--- src/rtl/wb_bus_arbiter.sv ---
// Two-master / one-slave Wishbone B4 classic arbiter with round-robin grant
// held for the owner's whole CYC, and a stall watchdog that turns a lost ACK into ERR.
module wb_bus_arbiter #(
  parameter int TIMEOUT = 255,
  parameter int CNT_W   = 8
) (
  input  logic        CLK_I,
  input  logic        RST_I,
  input  logic [31:0] M0_ADR_I,
  input  logic [31:0] M0_DAT_I,
  input  logic [3:0]  M0_SEL_I,
  input  logic        M0_CYC_I,
  input  logic        M0_STB_I,
  input  logic        M0_WE_I,
  output logic [31:0] M0_DAT_O,
  output logic        M0_ACK_O,
  output logic        M0_ERR_O,
  input  logic [31:0] M1_ADR_I,
  input  logic [31:0] M1_DAT_I,
  input  logic [3:0]  M1_SEL_I,
  input  logic        M1_CYC_I,
  input  logic        M1_STB_I,
  input  logic        M1_WE_I,
  output logic [31:0] M1_DAT_O,
  output logic        M1_ACK_O,
  output logic        M1_ERR_O,
  output logic [31:0] ADR_O,
  output logic [31:0] DAT_O,
  output logic [3:0]  SEL_O,
  output logic        CYC_O,
  output logic        STB_O,
  output logic        WE_O,
  input  logic [31:0] DAT_I,
  input  logic        ACK_I
);

  // Handshake: a beat completes on any edge where the owner's STB and ACK_I are
  // both high; the grant itself is held until the owner lowers CYC.
  typedef enum logic [1:0] {IDLE, OWN0, OWN1, FLUSH} state_t;

  localparam logic [CNT_W-1:0] WDOG_LAST = CNT_W'(TIMEOUT == 0 ? 0 : TIMEOUT - 1);

  state_t           state;
  logic             owner;
  logic             last;
  logic             err_q;
  logic [CNT_W-1:0] wdog;

  logic granted;
  logic own_cyc;
  logic own_stb;

  assign granted = (state == OWN0) || (state == OWN1);
  assign own_cyc = owner ? M1_CYC_I : M0_CYC_I;
  assign own_stb = owner ? M1_STB_I : M0_STB_I;

  always_comb begin
    ADR_O = '0;
    DAT_O = '0;
    SEL_O = '0;
    WE_O  = 1'b0;
    CYC_O = 1'b0;
    STB_O = 1'b0;
    if (granted) begin
      if (owner) begin
        ADR_O = M1_ADR_I;
        DAT_O = M1_DAT_I;
        SEL_O = M1_SEL_I;
        WE_O  = M1_WE_I;
        CYC_O = M1_CYC_I;
        STB_O = M1_STB_I;
      end else begin
        ADR_O = M0_ADR_I;
        DAT_O = M0_DAT_I;
        SEL_O = M0_SEL_I;
        WE_O  = M0_WE_I;
        CYC_O = M0_CYC_I;
        STB_O = M0_STB_I;
      end
    end
  end

  assign M0_DAT_O = DAT_I;
  assign M1_DAT_O = DAT_I;
  assign M0_ACK_O = (state == OWN0) && ACK_I;
  assign M1_ACK_O = (state == OWN1) && ACK_I;
  // ERR only exists in the first FLUSH cycle, where ACK is already blocked.
  assign M0_ERR_O = err_q && (state == FLUSH) && !owner;
  assign M1_ERR_O = err_q && (state == FLUSH) &&  owner;

  always_ff @(posedge CLK_I) begin
    if (RST_I) begin
      state <= IDLE;
      owner <= 1'b0;
      last  <= 1'b1;
      wdog  <= '0;
      err_q <= 1'b0;
    end else begin
      err_q <= 1'b0;
      case (state)
        IDLE: begin
          wdog <= '0;
          if (M0_CYC_I && (!M1_CYC_I || last)) begin
            state <= OWN0;
            owner <= 1'b0;
          end else if (M1_CYC_I) begin
            state <= OWN1;
            owner <= 1'b1;
          end
        end
        OWN0, OWN1: begin
          if (!own_cyc) begin
            state <= IDLE;
            last  <= owner;
            wdog  <= '0;
          end else if (own_stb && !ACK_I) begin
            if (TIMEOUT != 0 && wdog == WDOG_LAST) begin
              state <= FLUSH;
              err_q <= 1'b1;
              wdog  <= '0;
            end else begin
              wdog <= wdog + CNT_W'(1);
            end
          end else begin
            wdog <= '0;
          end
        end
        FLUSH: begin
          if (!own_cyc) begin
            state <= IDLE;
            last  <= owner;
          end
        end
        default: state <= IDLE;
      endcase
    end
  end

endmodule

--- config.mk ---
export PLATFORM = sky130hd
export DESIGN_NAME = wb_bus_arbiter
export DESIGN_NICKNAME = d
export VERILOG_FILES = /design/src/rtl/wb_bus_arbiter.sv
export SDC_FILE = /design/constraint.sdc
export NUM_CORES = 1
export LEC_CHECK = 0
export CAP_MARGIN = 20
export CORE_AREA = 2 2 124 126
export DETAILED_ROUTE_END_ITERATION = 6
export DIE_AREA = 0 0 126 128
export PLACE_DENSITY_LB_ADDON = 0.2
export SKIP_CTS_REPAIR_TIMING = 1
export SYNTH_ARGS = -nofsm -noshare
export SYNTH_HDL_FRONTEND = slang
export SYNTH_SLANG_ARGS = --single-unit
export TNS_END_PERCENT = 100
--- constraint.sdc ---
create_clock -name CLK_I -period 3.66 [get_ports CLK_I]
set_input_delay 1.098 -clock CLK_I [delete_from_list [all_inputs] [get_ports CLK_I]]
set_output_delay 1.098 -clock CLK_I [all_outputs]
set_load 0.05 [all_outputs]
==> impl_metrics.ini <==
[placement]
io_buffers = 219
place_ws_ns = 0.313
dpl.hpwl_microns = 7330
dp.cells = 635
gp_congestion = 0.732

[floorplanning]
die_h_microns = 128
start_util_pct = 15.4
die_w_microns = 126
row_count = 45
core_area_sq_mm = 0.0149
ioPinCount = 316
dieArea_sq_mm = 0.0161

[critical_path]
rrSetupSlack_ns = 1.72
worstSetupPathType = primary input to primary output
worst_ep_arrival_time_ns = 2.25
rr_worst_depth = 5
path_cells = clkdlybuf4s50_1, mux2_4, nand2_1, inv_2, buf_12
critPathBufInv = 3
cp-end-kind = primary output
cp-start-kind = primary input
crit_required_ns = 2.56
cpPeakStageDelay_ns = 0.48
reg2reg_to = state[1]$_SDFFE_PP0P_
cp_max_fo = 6
path_delay_family = buffers and inverters
r2r_start = owner$_SDFFE_PP0P_
slowest_stage = clkdlybuf4s50_1

[clock_tree]
numCtsBuffers = 3
clock_latency_ns = 0.24
clock_path_buffers = 2
path_clk_slew_ns = 0.04
cts_tree = built
htree_levels = 1
clock_sinks = 13
cts-root-buf = clkbuf_16

[synthesis]
yosysSeqAreaShare_pct = 11.3
avgSynthCellArea_sq_um = 7.49
ys_ff_latch = 13
yosys_warnings = 0
syn_area_sq_mm = 0.00229
netlist_instances = 306
synth_nets = 489
yosysUniqueCellTypes = 37

[timing]
layout_setup_ws_ns = 0.316
tns_ns = 0
slew_headroom_pct = 64.4
fmax_mhz = 299
period_needed_ns = 3.34
fin_skew_ns = 0.00287
hold_viol_final = 0
slew_violations = 0
rsz0062_at_grt = false
setup_viol = 0
fin_crit_sh_pct = 91.4
worst_slew_pin_slew_ns = 0.532

[routing]
vias = 2558
first_pass_iters = 4
drc = 0
wl_microns = 8730
wl_per_cell_microns = 13.7
dr.first_iter.drc_count = 57
postRouteAntennaNets = 0
drt-vias-per-instance = 4.00

[layout]
fillers = 1554
mostFrequentLayoutCell = clkdlybuf4s50_1
antenna_cells = 0
final_cell_mix = clkdlybuf4s50_1 (146), nor2_1 (76), buf_12 (74)
final_nets = 635
syn_to_final_growth_pct = 118
regArea_sq_um = 264
multi_input_area_sq_mm = 0.00143
drive_above_1_share_pct = 19.7
fin_cells = 639

[power_and_ir_drop]
powerDensity_mw_per_mm2 = 860
leakage_nw = 1.87
max-vdd-ir-drop_v = 0.000377

[global_routing]
grt_pass1_wl_microns = 13000
use_met2_pct = 16.8
grt_max_degree = 51
grt_pass1_vias = 2493
antenna_found_initial = 0
grt.met3_usage_pct = 3.67
use_met1_pct = 11.5
overflow = 0
busiest_layer = met2
track_usage_pct = 9.78

[worst_hold_path]
hp-class = flip-flop to flip-flop
hold-path-endpoint = last$_SDFFE_PP1P_
hp-start = last$_SDFFE_PP1P_
min_path_cells = 2

[run_status]
status = finished clean

[job]
cap_viol_max_count = 0
[final cells by class]
type	count	share of cell area [%]
clock buffers	4	1.58
inverters	7	0.526
multi-input cells	204	28.6
flip-flops and latches	13	5.28
well taps	188	4.71
repair buffers	223	59.3
[worst register-to-register path, delay by kind of cell, from the launching register on]
kind                   cells  cell delay, ns
and+or+nand+nor            1            0.49
DFF                        1            0.35
muxes                      2            0.41
AOI/OAI and AO/OA          1            0.21
buffers and inverters      1            0.40
[report_power, final]
group	leakage (nW)	switching (W)	total [W]	internal (W)
clock	0.0382	0.0000590	0.000206	0.000147
sequential	0.106	0.0000175	0.000181	0.000164
combinational	1.73	0.00216	0.00391	0.00175
[worst max-delay path by stage]
stage,startpoint,end,slack (ns),depth (start not counted)
2_1_floorplan,M1_STB_I,STB_O,0.73,2
3_3_place_gp,M1_CYC_I,CYC_O,0.31,5
3_5_place_dp,M0_CYC_I,CYC_O,0.31,5
4_1_cts,M0_CYC_I,CYC_O,0.31,5
5_1_grt,M1_CYC_I,CYC_O,0.24,5
6_report,M1_CYC_I,CYC_O,0.32,5
[state kept, by name, summed over array words and instances (netlist names)]
signal	count
wdog	8
state	2
err_q	1
last	1
owner	1
[logic make-up (layout without fill, tap and decap cells)]
logic type | Yosys count | in the layout | share of synthesized area, %
AO/OA/AOI/OAI | 12 | 12 | 4.42
XOR/XNOR | 7 | 7 | 2.67
adder cells (fa/ha/maj) | 6 | 6 | 3.27
AND/OR/NAND/NOR | 106 | 106 | 19.9
multiplexers | 73 | 73 | 32.1
buffers and inverters | 89 | 234 | 26.4
flip-flops | 13 | 13 | 11.3
[cell usage after synthesis (all sizes together)]
library cell   n  area share [%]
nor3           9             2.2
nor4           1            0.27
and2           2            0.55
and2b          1            0.38
a22oi          1            0.33
nor2b          2            0.55
dfxtp         13              11
and3           1            0.33
clkbuf         7             1.1
a21o           1            0.33
or3b           1            0.38
or2            1            0.27
o32ai          1            0.38
nand3          2            0.44
xnor2          2            0.76
ha             6             3.3
mux2           1            0.65
o2111ai        1            0.38
nor2          76              12
inv            7             1.1
nand2          7             1.1
o21a           2            0.65
o31ai          1            0.33
o22ai          1            0.27
a21oi          1            0.22
xor2           5             1.9
o221ai         1            0.38
and3b          1            0.38
a31oi          1            0.93
buf           75              24
o21ai          1            0.22
nand4          2            0.55
mux2i         72              31
[routing by layer]
metal  part of all wire, %  up-vias
met1                    37     1117
met3                    13       19
met2                    48      174
li1                      -     1248
met4                   1.8        0
met5                     0        -
[per-stage QoR]
step / instance area (sq um) / util, % / hold WS (ns) / power (W)
5_1_grt: 5000 / 33.6 / 0.506 / 0.00447
2_1_floorplan: 2290 / - / 0.463 / 0.00237
3_3_place_gp: 4920 / 33.1 / 0.485 / 0.00413
6_report: 5000 / 33.6 / 0.514 / 0.00430
4_1_cts: 5000 / 33.6 / 0.499 / 0.00436
3_5_place_dp: 4920 / 33.1 / 0.493 / 0.00415
(Power assumes the default switching activity.)
==> patch 1: new RTL, config.mk and constraints unchanged <==
Encoding of `state_t`: now one-hot (4 bits for 4 states).
--- a/src/rtl/wb_bus_arbiter.sv
+++ b/src/rtl/wb_bus_arbiter.sv
@@ -36,7 +36,7 @@
 
   // Handshake: a beat completes on any edge where the owner's STB and ACK_I are
   // both high; the grant itself is held until the owner lowers CYC.
-  typedef enum logic [1:0] {IDLE, OWN0, OWN1, FLUSH} state_t;
+  typedef enum logic [3:0] {IDLE = 4'b0001, OWN0 = 4'b0010, OWN1 = 4'b0100, FLUSH = 4'b1000} state_t;
 
   localparam logic [CNT_W-1:0] WDOG_LAST = CNT_W'(TIMEOUT == 0 ? 0 : TIMEOUT - 1);
 
Function: no difference found for any inputs over 10 cycles, from zero or initial values and one cycle with RST_I high; not proved beyond that.
==> patch 1 against the original RTL <==
  * Sequential share of layout area rose by 0.65 points
  * Sequential cell count increased by 2
  * Routed wire length increased by 48%
  * Fmax down 3.0%
  * Clock skew increased by 0.00080 ns
  * Final area is 2.5% higher
  * Highest routed layer unchanged
  * Die area unchanged
  * Setup slack worse by 0.10 ns
  * Area after synthesis increased by 6.4%
Power is left out: it rests on default switching activity, and per cell area and clock period it moved more than threefold.
==> patch 1: results (changes against the original RTL) <==
Pin count of the biggest net entering global routing: 51 (unchanged)
Worst-path maximum fanout: 5 (-1)
Clock skew after layout: 0.00367 ns (+0.000803 ns)
Slowest cell on the critical path: sky130_fd_sc_hd__clkdlybuf4s50_1
Vias per cell: 4.19 (+4.7%)
Initial antenna violation count: 1 (+1)
Global-route wire length before repair: 17.9 mm (+38%)
Warning count from the yosys run: 0 (unchanged)
Synthesized instance count: 324 (+5.9%)
Clock latency at the later pin of the worst-skew pair: 0.24 ns (about the same)
Area contributors post-synth: sky130_fd_sc_hd__mux2i_1, sky130_fd_sc_hd__buf_4, sky130_fd_sc_hd__dfxtp_1, sky130_fd_sc_hd__nor2_1, sky130_fd_sc_hd__a211oi_1
Number of inserted diodes: 0 (unchanged)
Vias in the first global route: 2,742 (+10%)
Top FF cell, synth: sky130_fd_sc_hd__dfxtp_1
Count of placed standard cells in the final layout, fillers left out: 654 (+2.3%)
Fill cell instance count of the final layout: 1,521 (-2.1%)
Share of synthesized area occupied by flip-flops and latches: 0.123 (+0.00954)
Arr. time, crit path: 2.35 ns (+0.10 ns)
Class of the tightest hold or removal check: reg -> reg
DPL Wire Length: 11.2 mm (+52%)
Final weighted congestion in routability-driven placement: 0.800 (+9.2%)
Count of port buffers added during placement: 219 (unchanged)
Synth async-reset ratio: 0 (unchanged)
Number of distinct library cells after synthesis: 44 (+19%)
Count of nets after finishing: 646 (+1.7%)
Layout cell share with drive strength beyond 1: 0.197 (about the same)
Number of DRC markers after the initial detailed-route iteration: 81 (+42%)
Post-Route WL: 12.9 mm (+48%)
Slew @ Worst Pin: 0.866 ns (+0.333 ns)
Total nets after synthesis: 503 (+2.9%)
Outcome: complete, no violations
Top cells by instance count after synthesis: sky130_fd_sc_hd__nor2_1, sky130_fd_sc_hd__mux2i_1, sky130_fd_sc_hd__buf_4, sky130_fd_sc_hd__dfxtp_1
All-layer global routing usage: 0.147 (+0.0497)
Clock edge transition at the registers on the reported setup and hold paths: 0.05 ns
Biggest cell delay along the critical path: 0.55 ns (+0.07 ns)
CTS buffer count: 3 (unchanged)
Registers with the highest flip-flop counts: wdog: 8 flops, state: 4 flops
## patch 1: cell types whose count changed after synthesis, moves of 3 or more
cell,delta
sky130_fd_sc_hd__nor3_1,-7
sky130_fd_sc_hd__nand2b_1,+4
sky130_fd_sc_hd__a211oi_1,+7
sky130_fd_sc_hd__or3_1,+3
sky130_fd_sc_hd__xor2_1,-5
sky130_fd_sc_hd__ha_1,-4
## patch 1: stage by stage
step                      hold WS [ns]  area [um^2]  setup slack, ns
after floorplan                  0.447         2440            0.246
after CTS                        0.485         5120            0.176
after global placement           0.472         5050            0.248
after detailed placement         0.471         5050            0.190
final                            0.489         5120            0.212
after global routing             0.502         5120           0.0314
## patch 1: kinds of logic after synthesis
logic type,count (synthesis),share of synthesized area
simple gates,116,0.228
buf+inv,90,0.250
mux,71,0.291
compound gates,28,0.0846
flops,15,0.123
xor+xnor,2,0.0133
fa+ha+maj,2,0.0102
## patch 1: path summary, 6_finish.rpt
path                            startpoint       end  slack, ns  cells past startpoint
worst max-delay path              M0_CYC_I     CYC_O       0.21                      4
worst min-delay path               wdog[7]   wdog[7]       0.49                      2
worst max register to register       owner  state[1]       1.60                      5
worst min register to register     wdog[7]   wdog[7]       0.49                      2
## patch 1: area by class of cell
type                       count  area share
clock buffer                   4      0.0154
multi-input combinational    219       0.299
sequential                    15      0.0593
timing repair buffer         224       0.577
inverter                       4     0.00293
tap                          188      0.0459
## patch 1: critical path, delay by kind of cell
kind / cells / cell delay [ns]
simple gates: 1 / 0.31
mux: 1 / 0.21
buf+inv: 2 / 0.74
## patch 1: layer usage
metal	part of all wire	vias to the layer above	track usage
met5	0	-	0
met4	0.015	0	0.0310
met3	0.20	22	0.124
met2	0.46	173	0.234
met1	0.33	1215	0.150
li1	-	1332	-
==> patch 2: new RTL, same settings <==
Made on the original files. `CNT_W`: 8 -> 10.
--- a/src/rtl/wb_bus_arbiter.sv
+++ b/src/rtl/wb_bus_arbiter.sv
@@ -2,7 +2,7 @@
 // held for the owner's whole CYC, and a stall watchdog that turns a lost ACK into ERR.
 module wb_bus_arbiter #(
   parameter int TIMEOUT = 255,
-  parameter int CNT_W   = 8
+  parameter int CNT_W   = 10
 ) (
   input  logic        CLK_I,
   input  logic        RST_I,
Check against the original RTL: same outputs for any inputs over 10 cycles, from zero or initial values and one cycle with RST_I high; that may be too few to reach the edited logic, so the function may still have changed.
==> patch 2 against the original RTL <==
  * Count of clock-buffer cells in the layout is the same
  * Final area grew 2.4%
  * Routed wire length grew 30%
  * Area after synthesis grew 5.7%
  * First-iteration DRC count grew 23%
  * Synthesized cell count grew 3.9%
  * Setup slack gained 0.0058 ns
  * Total power grew 12%
  * Sequential cell count grew 2
  * Critical endpoint unchanged
==> patch 2: results (changes against the original RTL) <==
Number of detailed-routing iterations run before antenna repair: 6 (+2)
Sequential fraction of design power: 0.046 (+0.004)
Vias in the first global route: 2,513 (+0.80%)
Layout cell share with drive strength beyond 1: 0.198 (+0.000937)
Count of nets after finishing: 648 (+2.0%)
Vias per cell: 4.05 (+1.1%)
Registers with the highest flip-flop counts: wdog: 10 flops, state: 2 flops
Clock skew after layout: 0.000825 ns (-0.00204 ns)
Synthesized instance count: 318 (+3.9%)
Worst ir drop on vdd: 0.000407 V (+8.0%)
Worst-path maximum fanout: 5 (-1)
Met2 Wirelength: 5.34 mm (+29%)
Global-route wire length before repair: 15.9 mm (+22%)
All-layer global routing usage: 0.128 (+0.0297)
Total nets after synthesis: 501 (+2.5%)
Area contributors post-synth: sky130_fd_sc_hd__mux2i_1, sky130_fd_sc_hd__buf_4, sky130_fd_sc_hd__dfxtp_1, sky130_fd_sc_hd__nor2_1, sky130_fd_sc_hd__ha_1
Routed len/inst: 17.4 um (+27%)
Share of synthesized area occupied by flip-flops and latches: 0.124 (+0.0104)
Multi-input gate area: 1510 um^2 (+5.5%)
Number of DRC markers after the initial detailed-route iteration: 70 (+23%)
Fill cell instance count of the final layout: 1,528 (-1.7%)
Met1 Routed Length: 3.76 mm (+15%)
Slew HR: 0.672 (+0.0280)
Top cells by instance count after synthesis: sky130_fd_sc_hd__nor2_1, sky130_fd_sc_hd__mux2i_1, sky130_fd_sc_hd__buf_4, sky130_fd_sc_hd__dfxtp_1, sky130_fd_sc_hd__nor3_1
Logic power comb: 0.00438 W (+12%)
Post-route setup TNS: 0 ns (unchanged)
Pin count of the biggest net entering global routing: 46 (-9.8%)
Internal power: 0.00226 W (+10%)
Routed vias: 2,639 (+3.2%)
Met3 Wirelength: 2.14 mm (+87%)
Maximum count of clock buffers along a single path: 2 (unchanged)
Pre-CTS WS: 0.334 ns (+0.0212 ns)
DPL Wire Length: 9.78 mm (+33%)
Outcome: complete, no violations
==> patch 2: changes by cell type after synthesis, sizes merged, moves of 2 or more <==
cell	delta
xor2	+3
dfxtp	+2
nand2	+2
nor3	+2
==> patch 2: worst max-delay path: cells and delay by family <==
family                 cells  cell delay, ns
buffers and inverters      3            0.72
AND/OR/NAND/NOR            1            0.10
multiplexers               1            0.32
==> patch 2: metal layers <==
| layer | global-route usage | vias up |
|---|---|---|
| met5 | 0 | - |
| met4 | 0.0123 | 0 |
| met3 | 0.109 | 16 |
| met2 | 0.205 | 159 |
| met1 | 0.132 | 1174 |
| li1 | - | 1290 |
==> patch 2: per-stage QoR <==
stage	power, W	area (um^2)	hold slack, ns
final	0.00481	5120	0.508
after global routing	0.00500	5120	0.540
after CTS	0.00487	5120	0.512
after detailed placement	0.00465	5040	0.499
after global placement	0.00464	5040	0.491
after floorplan	0.00263	2420	0.464
==> patch 2: area by class of cell <==
cell class / instances / area share
sequential: 15 / 0.0594
timing repair buffer: 225 / 0.580
inverter: 6 / 0.00440
multi-input combinational: 214 / 0.295
tap: 188 / 0.0460
clock buffer: 4 / 0.0154
==> patch 2: final timing paths <==
check | slack, ns | cells after the start | end | startpoint
worst max-delay path | 0.32 | 5 | CYC_O | M0_CYC_I
worst min-delay path | 0.51 | 2 | last | last
worst max register to register | 1.76 | 6 | state[1] | owner
worst min register to register | 0.51 | 2 | last | last
==> patch 2: cell families (layout without fill, tap and decap cells) <==
kind of cell    Yosys count  count (layout)  share of synthesized area
simple gates            115             115                      0.213
mux                      74              74                      0.308
compound gates           10              10                     0.0377
fa+ha+maj                 6               6                     0.0310
xor+xnor                  9               9                     0.0325
flops                    15              15                      0.124
buf+inv                  89             235                      0.254
